<file path="src/rtl/adc_scan_if.sv">
// Bundle of the scheduler's control, SAR-engine and result-handshake signals.
// The master modport is the scheduler side; the slave modport is the surrounding system side.
interface adc_scan_if #(
    parameter int NUM_CH = 4
);
    logic              enable;
    logic [NUM_CH-1:0] ch_mask;
    logic [2:0]        mux_sel;
    logic              sar_start;
    logic              sar_done;
    logic [7:0]        sar_result;
    logic              res_valid;
    logic              res_ready;
    logic [7:0]        res_data;
    logic [2:0]        res_ch;
    logic              err_clr;
    logic              timeout_err;

    modport master (
        input  enable, ch_mask, sar_done, sar_result, res_ready, err_clr,
        output mux_sel, sar_start, res_valid, res_data, res_ch, timeout_err
    );

    modport slave (
        output enable, ch_mask, sar_done, sar_result, res_ready, err_clr,
        input  mux_sel, sar_start, res_valid, res_data, res_ch, timeout_err
    );
endinterface

</file>
<file path="src/rtl/adc_scan_scheduler.sv">
// Round-robin ADC scan scheduler: mux select, settle wait, SAR restart, result handshake.
// Define ADC_SCAN_AVG_EN to average four back-to-back conversions per channel.
module adc_scan_scheduler #(
    parameter int NUM_CH         = 4,
    parameter int SETTLE_CYCLES  = 8,
    parameter int TIMEOUT_CYCLES = 32
) (
    input  logic       clk,
    input  logic       rst,
    adc_scan_if.master bus
);
    typedef enum logic [2:0] {
        S_IDLE, S_SELECT, S_SETTLE, S_CONVERT, S_OUTPUT, S_NEXT
    } state_t;

    localparam logic [7:0] SETTLE_LAST  = 8'(SETTLE_CYCLES - 1);
    localparam logic [7:0] TIMEOUT_LAST = 8'(TIMEOUT_CYCLES - 1);
    localparam logic [2:0] PTR_INIT     = 3'(NUM_CH - 1);

    state_t     state_reg;
    logic [2:0] ptr_reg;
    logic [7:0] settle_cnt_reg;
    logic [7:0] conv_cnt_reg;
    logic [2:0] mux_sel_reg;
    logic       sar_start_reg;
    logic       res_valid_reg;
    logic [7:0] res_data_reg;
    logic [2:0] res_ch_reg;
    logic       timeout_err_reg;
`ifdef ADC_SCAN_AVG_EN
    logic [9:0] acc_reg;
    logic [1:0] avg_idx_reg;
    logic [9:0] acc_next;
    assign acc_next = acc_reg + {2'b00, bus.sar_result};
`endif

    logic [7:0] mask_wide;
    logic [2:0] cand [NUM_CH];
    logic [2:0] chan_next;
    logic       chan_found;
    logic       scan_go;
    logic       done_ok;

    assign mask_wide = 8'(bus.ch_mask);
    assign scan_go   = bus.enable && (|bus.ch_mask);
    // A done seen while the restart pulse is still high is the previous search's leftover.
    assign done_ok   = bus.sar_done && !sar_start_reg;

    // cand[gi] is the channel gi+1 positions after the pointer, wrapped at NUM_CH.
    genvar gi;
    generate
        for (gi = 0; gi < NUM_CH; gi++) begin : g_cand
            logic [3:0] sum;
            assign sum      = {1'b0, ptr_reg} + 4'(gi + 1);
            assign cand[gi] = (sum >= 4'(NUM_CH)) ? 3'(sum - 4'(NUM_CH)) : sum[2:0];
        end
    endgenerate

    // Walk from the farthest candidate back so the nearest enabled channel wins.
    always_comb begin
        chan_next  = ptr_reg;
        chan_found = 1'b0;
        for (int k = NUM_CH - 1; k >= 0; k--) begin
            if (mask_wide[cand[k]]) begin
                chan_next  = cand[k];
                chan_found = 1'b1;
            end
        end
    end

    always_ff @(posedge clk or posedge rst) begin
        if (rst) begin
            state_reg       <= S_IDLE;
            ptr_reg         <= PTR_INIT;
            settle_cnt_reg  <= '0;
            conv_cnt_reg    <= '0;
            mux_sel_reg     <= '0;
            sar_start_reg   <= 1'b0;
            res_valid_reg   <= 1'b0;
            res_data_reg    <= '0;
            res_ch_reg      <= '0;
            timeout_err_reg <= 1'b0;
`ifdef ADC_SCAN_AVG_EN
            acc_reg         <= '0;
            avg_idx_reg     <= '0;
`endif
        end else begin
            sar_start_reg <= 1'b0;
            // A timeout later in this block overrides the clear.
            if (bus.err_clr)
                timeout_err_reg <= 1'b0;
            case (state_reg)
                S_IDLE: begin
                    if (scan_go)
                        state_reg <= S_SELECT;
                end
                S_SELECT: begin
                    if (chan_found) begin
                        ptr_reg        <= chan_next;
                        mux_sel_reg    <= chan_next;
                        settle_cnt_reg <= '0;
                        state_reg      <= S_SETTLE;
                    end else begin
                        state_reg <= S_IDLE;
                    end
                end
                S_SETTLE: begin
                    if (settle_cnt_reg == SETTLE_LAST) begin
                        sar_start_reg <= 1'b1;
                        conv_cnt_reg  <= '0;
`ifdef ADC_SCAN_AVG_EN
                        acc_reg       <= '0;
                        avg_idx_reg   <= '0;
`endif
                        state_reg     <= S_CONVERT;
                    end else begin
                        settle_cnt_reg <= settle_cnt_reg + 8'd1;
                    end
                end
                S_CONVERT: begin
                    if (done_ok) begin
`ifdef ADC_SCAN_AVG_EN
                        if (avg_idx_reg == 2'd3) begin
                            res_data_reg  <= acc_next[9:2];
                            res_ch_reg    <= ptr_reg;
                            res_valid_reg <= 1'b1;
                            state_reg     <= S_OUTPUT;
                        end else begin
                            acc_reg       <= acc_next;
                            avg_idx_reg   <= avg_idx_reg + 2'd1;
                            sar_start_reg <= 1'b1;
                            conv_cnt_reg  <= '0;
                        end
`else
                        res_data_reg  <= bus.sar_result;
                        res_ch_reg    <= ptr_reg;
                        res_valid_reg <= 1'b1;
                        state_reg     <= S_OUTPUT;
`endif
                    end else if (conv_cnt_reg == TIMEOUT_LAST) begin
                        timeout_err_reg <= 1'b1;
                        state_reg       <= S_NEXT;
                    end else begin
                        conv_cnt_reg <= conv_cnt_reg + 8'd1;
                    end
                end
                S_OUTPUT: begin
                    if (bus.res_ready) begin
                        res_valid_reg <= 1'b0;
                        state_reg     <= S_NEXT;
                    end
                end
                S_NEXT: begin
                    state_reg <= scan_go ? S_SELECT : S_IDLE;
                end
                default: state_reg <= S_IDLE;
            endcase
        end
    end

    assign bus.mux_sel     = mux_sel_reg;
    assign bus.sar_start   = sar_start_reg;
    assign bus.res_valid   = res_valid_reg;
    assign bus.res_data    = res_data_reg;
    assign bus.res_ch      = res_ch_reg;
    assign bus.timeout_err = timeout_err_reg;
endmodule

</file>
<file path="src/flat_wrapper.sv">
// flat-port wrapper written by rule: the top's interface ports become plain ports
module adc_scan_scheduler_flat 
#(
    parameter int NUM_CH         = 4,
    parameter int SETTLE_CYCLES  = 8,
    parameter int TIMEOUT_CYCLES = 32
)
  (clk, rst, bus_enable, bus_ch_mask, bus_sar_done, bus_sar_result, bus_res_ready, bus_err_clr, bus_mux_sel, bus_sar_start, bus_res_valid, bus_res_data, bus_res_ch, bus_timeout_err);
  adc_scan_if #(.NUM_CH(NUM_CH)) bus_i ();
  input  logic clk;
  input  logic rst;
  input wire logic [$bits(bus_i.enable)-1:0] bus_enable;
  input wire logic [$bits(bus_i.ch_mask)-1:0] bus_ch_mask;
  input wire logic [$bits(bus_i.sar_done)-1:0] bus_sar_done;
  input wire logic [$bits(bus_i.sar_result)-1:0] bus_sar_result;
  input wire logic [$bits(bus_i.res_ready)-1:0] bus_res_ready;
  input wire logic [$bits(bus_i.err_clr)-1:0] bus_err_clr;
  output wire logic [$bits(bus_i.mux_sel)-1:0] bus_mux_sel;
  output wire logic [$bits(bus_i.sar_start)-1:0] bus_sar_start;
  output wire logic [$bits(bus_i.res_valid)-1:0] bus_res_valid;
  output wire logic [$bits(bus_i.res_data)-1:0] bus_res_data;
  output wire logic [$bits(bus_i.res_ch)-1:0] bus_res_ch;
  output wire logic [$bits(bus_i.timeout_err)-1:0] bus_timeout_err;
  assign bus_i.enable = bus_enable;
  assign bus_i.ch_mask = bus_ch_mask;
  assign bus_i.sar_done = bus_sar_done;
  assign bus_i.sar_result = bus_sar_result;
  assign bus_i.res_ready = bus_res_ready;
  assign bus_i.err_clr = bus_err_clr;
  assign bus_mux_sel = bus_i.mux_sel;
  assign bus_sar_start = bus_i.sar_start;
  assign bus_res_valid = bus_i.res_valid;
  assign bus_res_data = bus_i.res_data;
  assign bus_res_ch = bus_i.res_ch;
  assign bus_timeout_err = bus_i.timeout_err;
  adc_scan_scheduler #(.NUM_CH(NUM_CH), .SETTLE_CYCLES(SETTLE_CYCLES), .TIMEOUT_CYCLES(TIMEOUT_CYCLES)) u_core (.clk(clk), .rst(rst), .bus(bus_i));
endmodule
</file>
<file path="config.mk">
export PLATFORM = sky130hd
export DESIGN_NAME = adc_scan_scheduler_flat
export DESIGN_NICKNAME = d
export VERILOG_FILES = /design/src/rtl/adc_scan_if.sv /design/src/rtl/adc_scan_scheduler.sv /design/src/flat_wrapper.sv
export SDC_FILE = /design/constraint.sdc
export NUM_CORES = 1
export LEC_CHECK = 0
export CAP_MARGIN = 20
export CORE_ASPECT_RATIO = 1.1
export CORE_MARGIN = 4
export CORE_UTILIZATION = 48
export CTS_CLUSTER_DIAMETER = 120
export DETAILED_ROUTE_END_ITERATION = 7
export PLACE_DENSITY_LB_ADDON = 0.05
export SLEW_MARGIN = 20
export SYNTH_ARGS = -nofsm -noshare
export SYNTH_HDL_FRONTEND = slang
export SYNTH_SLANG_ARGS = --single-unit
</file>
<file path="constraint.sdc">
create_clock -name clk -period 2.3 [get_ports clk]
set_input_delay 0.69 -clock clk [delete_from_list [all_inputs] [get_ports clk]]
set_output_delay 0.69 -clock clk [all_outputs]
set_load 0.005 [all_outputs]
</file>
==> flow_summary_export.csv, run 1 <==
group,metric,value,unit
die,start_util,49.84,%
die,coreArea,4285,sq um
sta,slew_violations,0,
synthesis,synthCells,232,
placed_design,portBuffers,34,
setup_path,critPathArrivalTime,2.50,ns
die,dieHeight,77.96,microns
synthesis,synth.distinct_cells,51,
die,pin_count,35,
route,first_pass_iters,7,
clocking,root_buffer,"clkbuf_8",
sta,tns,0,ns
synthesis,ys.flop_type,"dfrtp_1",
clocking,cts_tree,"yes",
setup_path,r2r_slack,0.12,ns
synthesis,synth_compound_area_share,21.32,%
sta,setup_violations,0,
job,drv_cap,0,
synthesis,synth_seq_cells,38,
clocking,cts-buffers-inserted,5,
route,wirelength,4986,microns
clocking,clk_pin_slew,0.08,ns
sta,slew_headroom,62.12,%
min_path,hold_start,"u_core.bus.res_data[0]$_DFFE_PP0P_",
finish,drive_gt1_share,19.16,%
finish,post-route-util,66.74,%
setup_path,crit_start,"bus_ch_mask[1]",
synthesis,synth.avg_cell_area,9.206,sq um
clocking,clkLatencyLatePin,0.30,ns
route,avgRoutedWirePerCell,14.62,microns
power,power_density,1276,nW/um^2
clocking,cts.sinks,38,
clocking,cts_buffer_depth,2,
die,die_x,71.60,microns
synthesis,muxShareOfSynthArea,5.038,%
route,ant_nets,0,
route,drcViolationCount,0,
synthesis,synthAdderAreaFrac,2.343,%
synthesis,async_flop_share,100.0,%
synthesis,synth_edf_count,0,
finish,final_common_cell,"nand2_1",
sta,hold_viol_final,0,
finish,fin_cells,341,
finish,final_cell_mix,"nand2_1 (42), dfrtp_1 (36), clkdlybuf4s50_1 (34), buf_4 (25), o21ai_0 (19)",
sta,fin_crit_sh,98.43,%
sta,max_freq,0.4417,GHz
finish,area_delta_synth_final,33.92,%
min_path,worstHoldPathType,"reg2reg",
route,drt_iter0_drc,115,
min_path,min_path_cells,2,
sta,finClkSkew,0.008083,ns
synthesis,syn-num-nets,254,
placed_design,dp.cells,333,
synthesis,yosysWarnings,0,
finish,layout.nets,308,
global_routing,grt_remaining_overflow,0,
setup_path,r2r-start,"u_core.ptr_reg[0]$_DFFE_PP1P_",
synthesis,synth_area,2136,sq um
power,peakVddDrop,715.4,uV
clocking,ctsHoldBuffers,0,
synthesis,synth-simple-area-share,21.44,%
route,vias_per_cell,5.522,
global_routing,grt_pass1_vias,1802,
setup_path,reg2reg_depth,7,
synthesis,synth_top_family_by_area,"simple AND/OR/NAND/NOR gates",
synthesis,synth_xor_area_share,0.4101,%
route,vias,1883,
sta,tightest_slew,0.5676,ns
synthesis,yosysSeqAreaShare,44.64,%
setup_path,crit_type,"in2reg",
die,die_area,5582,sq um
global_routing,track_usage,19.29,%
global_routing,grt_max_degree,16,
placed_design,hpwl,3679,microns
die,rows,25,
setup_path,required,2.54,ns
power,power,3.651,mW
placed_design,place.gp.congestion,0.7972,
setup_path,start_kind,"input port",
finish,diodes,0,
sta,final.min_clock_period,2.264,ns
global_routing,grt_antenna_before_repair,0,
run_status,status,"complete, no violations",
global_routing,grt_pass1_wl,8424,microns
setup_path,path_max_fanout,5,
clocking,htree_levels,2,
setup_path,worst_setup_path_end_kind,"flip-flop",
power,leakagePower,1.240,nW
finish,fillers,350,
worst max-delay path, stage by stage:
cell             delay (ns)
clkdlybuf4s50_1        0.46
mux4_2                 0.49
o21a_4                 0.16
mux2_1                 0.32
a31oi_2                0.19
a21boi_2               0.18
final cells by class:
type,count,area [sq um],area share [%]
Clock buffer,5,68.82,2.406
Clock inverter,3,68.82,2.406
Inverter,11,41.29,1.444
Multi-Input combinational cell,171,1132,39.59
Sequential cell,38,953.4,33.33
Tap cell,54,67.56,2.362
Timing Repair Buffer,59,528.0,18.46
layer usage:
| metal | track usage, % | up-vias | wire [microns] |
|---|---|---|---|
| met5 | 0 | - | 0 |
| met4 | 7.519 | 0 | 82 |
| met1 | 24.88 | 883 | 2284 |
| met3 | 3.886 | 7 | 182 |
| li1 | - | 951 | - |
| met2 | 31.53 | 42 | 2437 |
cells in the mapped netlist, drive strengths merged, types with 3 or more instances:
cell type,count,area (sq um)
a21oi,4,23.77
nand2,42,157.7
a21boi,3,22.52
a31oi,9,56.30
o21a,4,31.28
o31ai,4,35.03
nand3,12,60.06
and2,5,31.28
o41ai,3,45.05
nand4,3,18.77
clkbuf,8,30.03
nor3,7,35.03
buf,4,31.27
or2,3,18.77
nand2b,4,25.02
ha,4,50.05
mux2i,4,40.04
and3,4,25.02
dfrtp,36,900.9
nor2,10,37.54
o21ai,20,100.1
inv,11,41.29
per-stage QoR:
step	setup slack [ns]	instance area, sq um	hold slack (ns)
finish	0.03607	2860	0.4798
global route	-0.002532	2860	0.5160
CTS	0.009361	2829	0.4840
detailed placement	-0.3320	2690	0.4623
global placement	-0.2679	2690	0.4564
floorplan	0.02818	2160	0.4514
report_power, final:
group | switching, mW | internal (mW)
logic | 0.877 | 0.941
clock network | 0.263 | 0.435
registers | 0.234 | 0.901
timing repair:
item | in CTS | in global routing
resized for setup | 2 | 8
endpoints found under the setup margin | 3 | 10
pin swaps | 0 | 3
setup buffers | 0 | 0
kinds of logic (layout without fill, tap and decap cells):
family,Yosys count,after routing
multiplexers,8,8
XOR/XNOR,1,1
AO/OA/AOI/OAI,61,61
buffers and inverters,23,78
adder cells (fa/ha/maj),4,4
flip-flops,38,38
AND/OR/NAND/NOR,97,97
final timing paths:
path	to
setup / recovery	u_core.ptr_reg[1]$_DFFE_PP1P_
max in group asynchronous	u_core.conv_cnt_reg[5]$_DFFE_PP0P_
hold / removal	u_core.bus.res_data[0]$_DFFE_PP0P_
setup reg to reg	u_core.ptr_reg[1]$_DFFE_PP1P_
min in group asynchronous	u_core.bus.res_ch[0]$_DFFE_PP0P_
hold reg to reg	u_core.bus.res_data[0]$_DFFE_PP0P_
Power figures use the tool's default switching activity.
==> run 2: changes to the inputs <==
==> constraint.sdc (replaced) <==
create_clock -name clk -period 2.3 [get_ports clk]
set_input_delay 0.46 -clock clk [delete_from_list [all_inputs] [get_ports clk]]
set_output_delay 0.46 -clock clk [all_outputs]
set_load 0.005 [all_outputs]
==> flow_summary_export.csv, run 2 (synthesis results as in run 1) <==
group,metric,value,unit
global_routing,grt_antenna_before_repair,0,
finish,area_delta_synth_final,30.87,%
setup_path,reg2reg_depth,7,
global_routing,top_usage_layer,"met2",
route,drt_iter0_drc,169,
global_routing,grt_pass1_wl,8790,microns
sta,hold_viol_final,0,
placed_design,postPlaceCellArea,2660,sq um
die,rows,25,
route,vias_per_cell,5.547,
die,start_util,49.84,%
route,vias,1875,
finish,fillers,376,
placed_design,place.gp.congestion,0.7990,
sta,finClkSkew,0.007093,ns
setup_path,worst_setup_path_end_kind,"flip-flop",
global_routing,grt.met3_usage,4.016,%
clocking,cts_tree,"yes",
power,power_density,1250,nW/um^2
route,first_pass_iters,4,
sta,final.min_clock_period,2.201,ns
die,pin_count,35,
global_routing,use_met2,32.81,%
clocking,root_buffer,"clkbuf_8",
finish,multiInputGateArea,1107,sq um
global_routing,grt_remaining_overflow,0,
die,die_area,5582,sq um
route,drcViolationCount,0,
global_routing,track_usage,19.65,%
min_path,worstHoldPathType,"reg2reg",
clocking,cts.sinks,38,
min_path,min_path_cells,2,
clocking,cts_buffer_depth,2,
placed_design,portBuffers,34,
run_status,status,"complete, no violations",
global_routing,met1_usage,25.33,%
sta,fin_crit_sh,95.70,%
global_routing,grt_max_degree,39,
finish,stdcell_area,2795,sq um
finish,regArea,953.4,sq um
power,leakagePower,1.212,nW
route,avgRoutedWirePerCell,14.67,microns
route,ant_nets,0,
setup_path,required,2.52,ns
power,peakVddDrop,738.6,uV
placed_design,hpwl,3501,microns
setup_path,crit_type,"reg2reg",
clocking,clkLatencyLatePin,0.29,ns
sta,setup_violations,0,
sta,slew_headroom,65.88,%
sta,max_freq,0.4543,GHz
finish,layout.nets,306,
finish,post-route-util,65.23,%
clocking,clk_pin_slew,0.07,ns
global_routing,grt_pass1_vias,1951,
clocking,htree_levels,2,
setup_path,start_kind,"flip-flop",
sta,tightest_slew,0.5118,ns
setup_path,critPathArrivalTime,2.42,ns
finish,drive_gt1_share,16.90,%
clocking,cts-buffers-inserted,5,
finish,final_common_cell,"nand2_1",
die,die_x,71.60,microns
finish,final_cell_mix,"nand2_1 (42), dfrtp_1 (36), clkdlybuf4s50_1 (34), buf_4 (23), o21ai_0 (19)",
die,coreArea,4285,sq um
route,wirelength,4957,microns
sta,slew_violations,0,
job,drv_cap,0,
finish,diodes,0,
setup_path,path_max_fanout,5,
die,dieHeight,77.96,microns
run 2: cell types whose count changed in the layout (fill, tap and decap cells not counted), sizes merged:
cell,previous run,this run
buf,25,23
bufinv,2,1
clkbuf,5,6
clkinv,1,0
run 2: repair_timing:
item	in CTS	in global routing
buffers inserted	0	2
hold buffers	0	0
resized for setup	0	3
setup endpoints to repair	0	15
run 2: worst max-delay path, cell delays in order, from the launching register on:
cell and delay (ns):
dfstp_2 0.56, inv_1 0.08, ha_4 0.29, mux4_2 0.29, o21a_2 0.18, mux2_1 0.32, a31oi_1 0.20, a21boi_0 0.21
run 2: final timing paths:
kind                       slack [ns]                               from                                 to
max                               0.1      u_core.ptr_reg[0]$_DFFE_PP1P_      u_core.ptr_reg[1]$_DFFE_PP1P_
min reg2reg                      0.48  u_core.bus.mux_sel[0]$_DFFE_PP0P_  u_core.bus.mux_sel[0]$_DFFE_PP0P_
min                              0.48  u_core.bus.mux_sel[0]$_DFFE_PP0P_  u_core.bus.mux_sel[0]$_DFFE_PP0P_
max reg2reg                       0.1      u_core.ptr_reg[0]$_DFFE_PP1P_      u_core.ptr_reg[1]$_DFFE_PP1P_
min in group asynchronous        0.58                                rst    u_core.state_reg[1]$_DFFE_PP0P_
max in group asynchronous        1.36                                rst      u_core.ptr_reg[1]$_DFFE_PP1P_
run 2: metal layers:
metal  wire length, microns  vias up
met5                      0        -
met4                     69        0
met3                    151        6
met2                   2463       30
met1                   2272      900
li1                       -      939
run 2: layout make-up:
type	instances	share of cell area, %
multi-input cells	171	39.61
inverters	11	1.477
clock inverters	1	1.074
clock buffers	6	2.954
well taps	54	2.417
flip-flops and latches	38	34.11
repair buffers	57	18.35
run 2: per-stage QoR:
stage                      TNS [ns]  hold WS, ns  setup WS, ns  total power [mW]  std cells
after floorplan                   0       0.4514       0.02818             2.223        232
after global placement      -0.2029       0.4575      -0.04324             2.852        329
after detailed placement    -0.8336       0.4626       -0.1175             2.880        329
after CTS                         0       0.4813       0.05597             3.486        336
after global routing      -0.001183       0.4988     -0.001183             3.787        338
final                             0       0.4781       0.09881             3.495        338
run 2: report_power, final:
| group | total (mW) | internal, mW | switching (mW) | leakage, nW |
|---|---|---|---|---|
| Sequential | 1.14 | 0.901 | 0.238 | 0.492 |
| Combinational | 1.77 | 0.917 | 0.854 | 0.663 |
| Clock | 0.584 | 0.347 | 0.237 | 0.0573 |
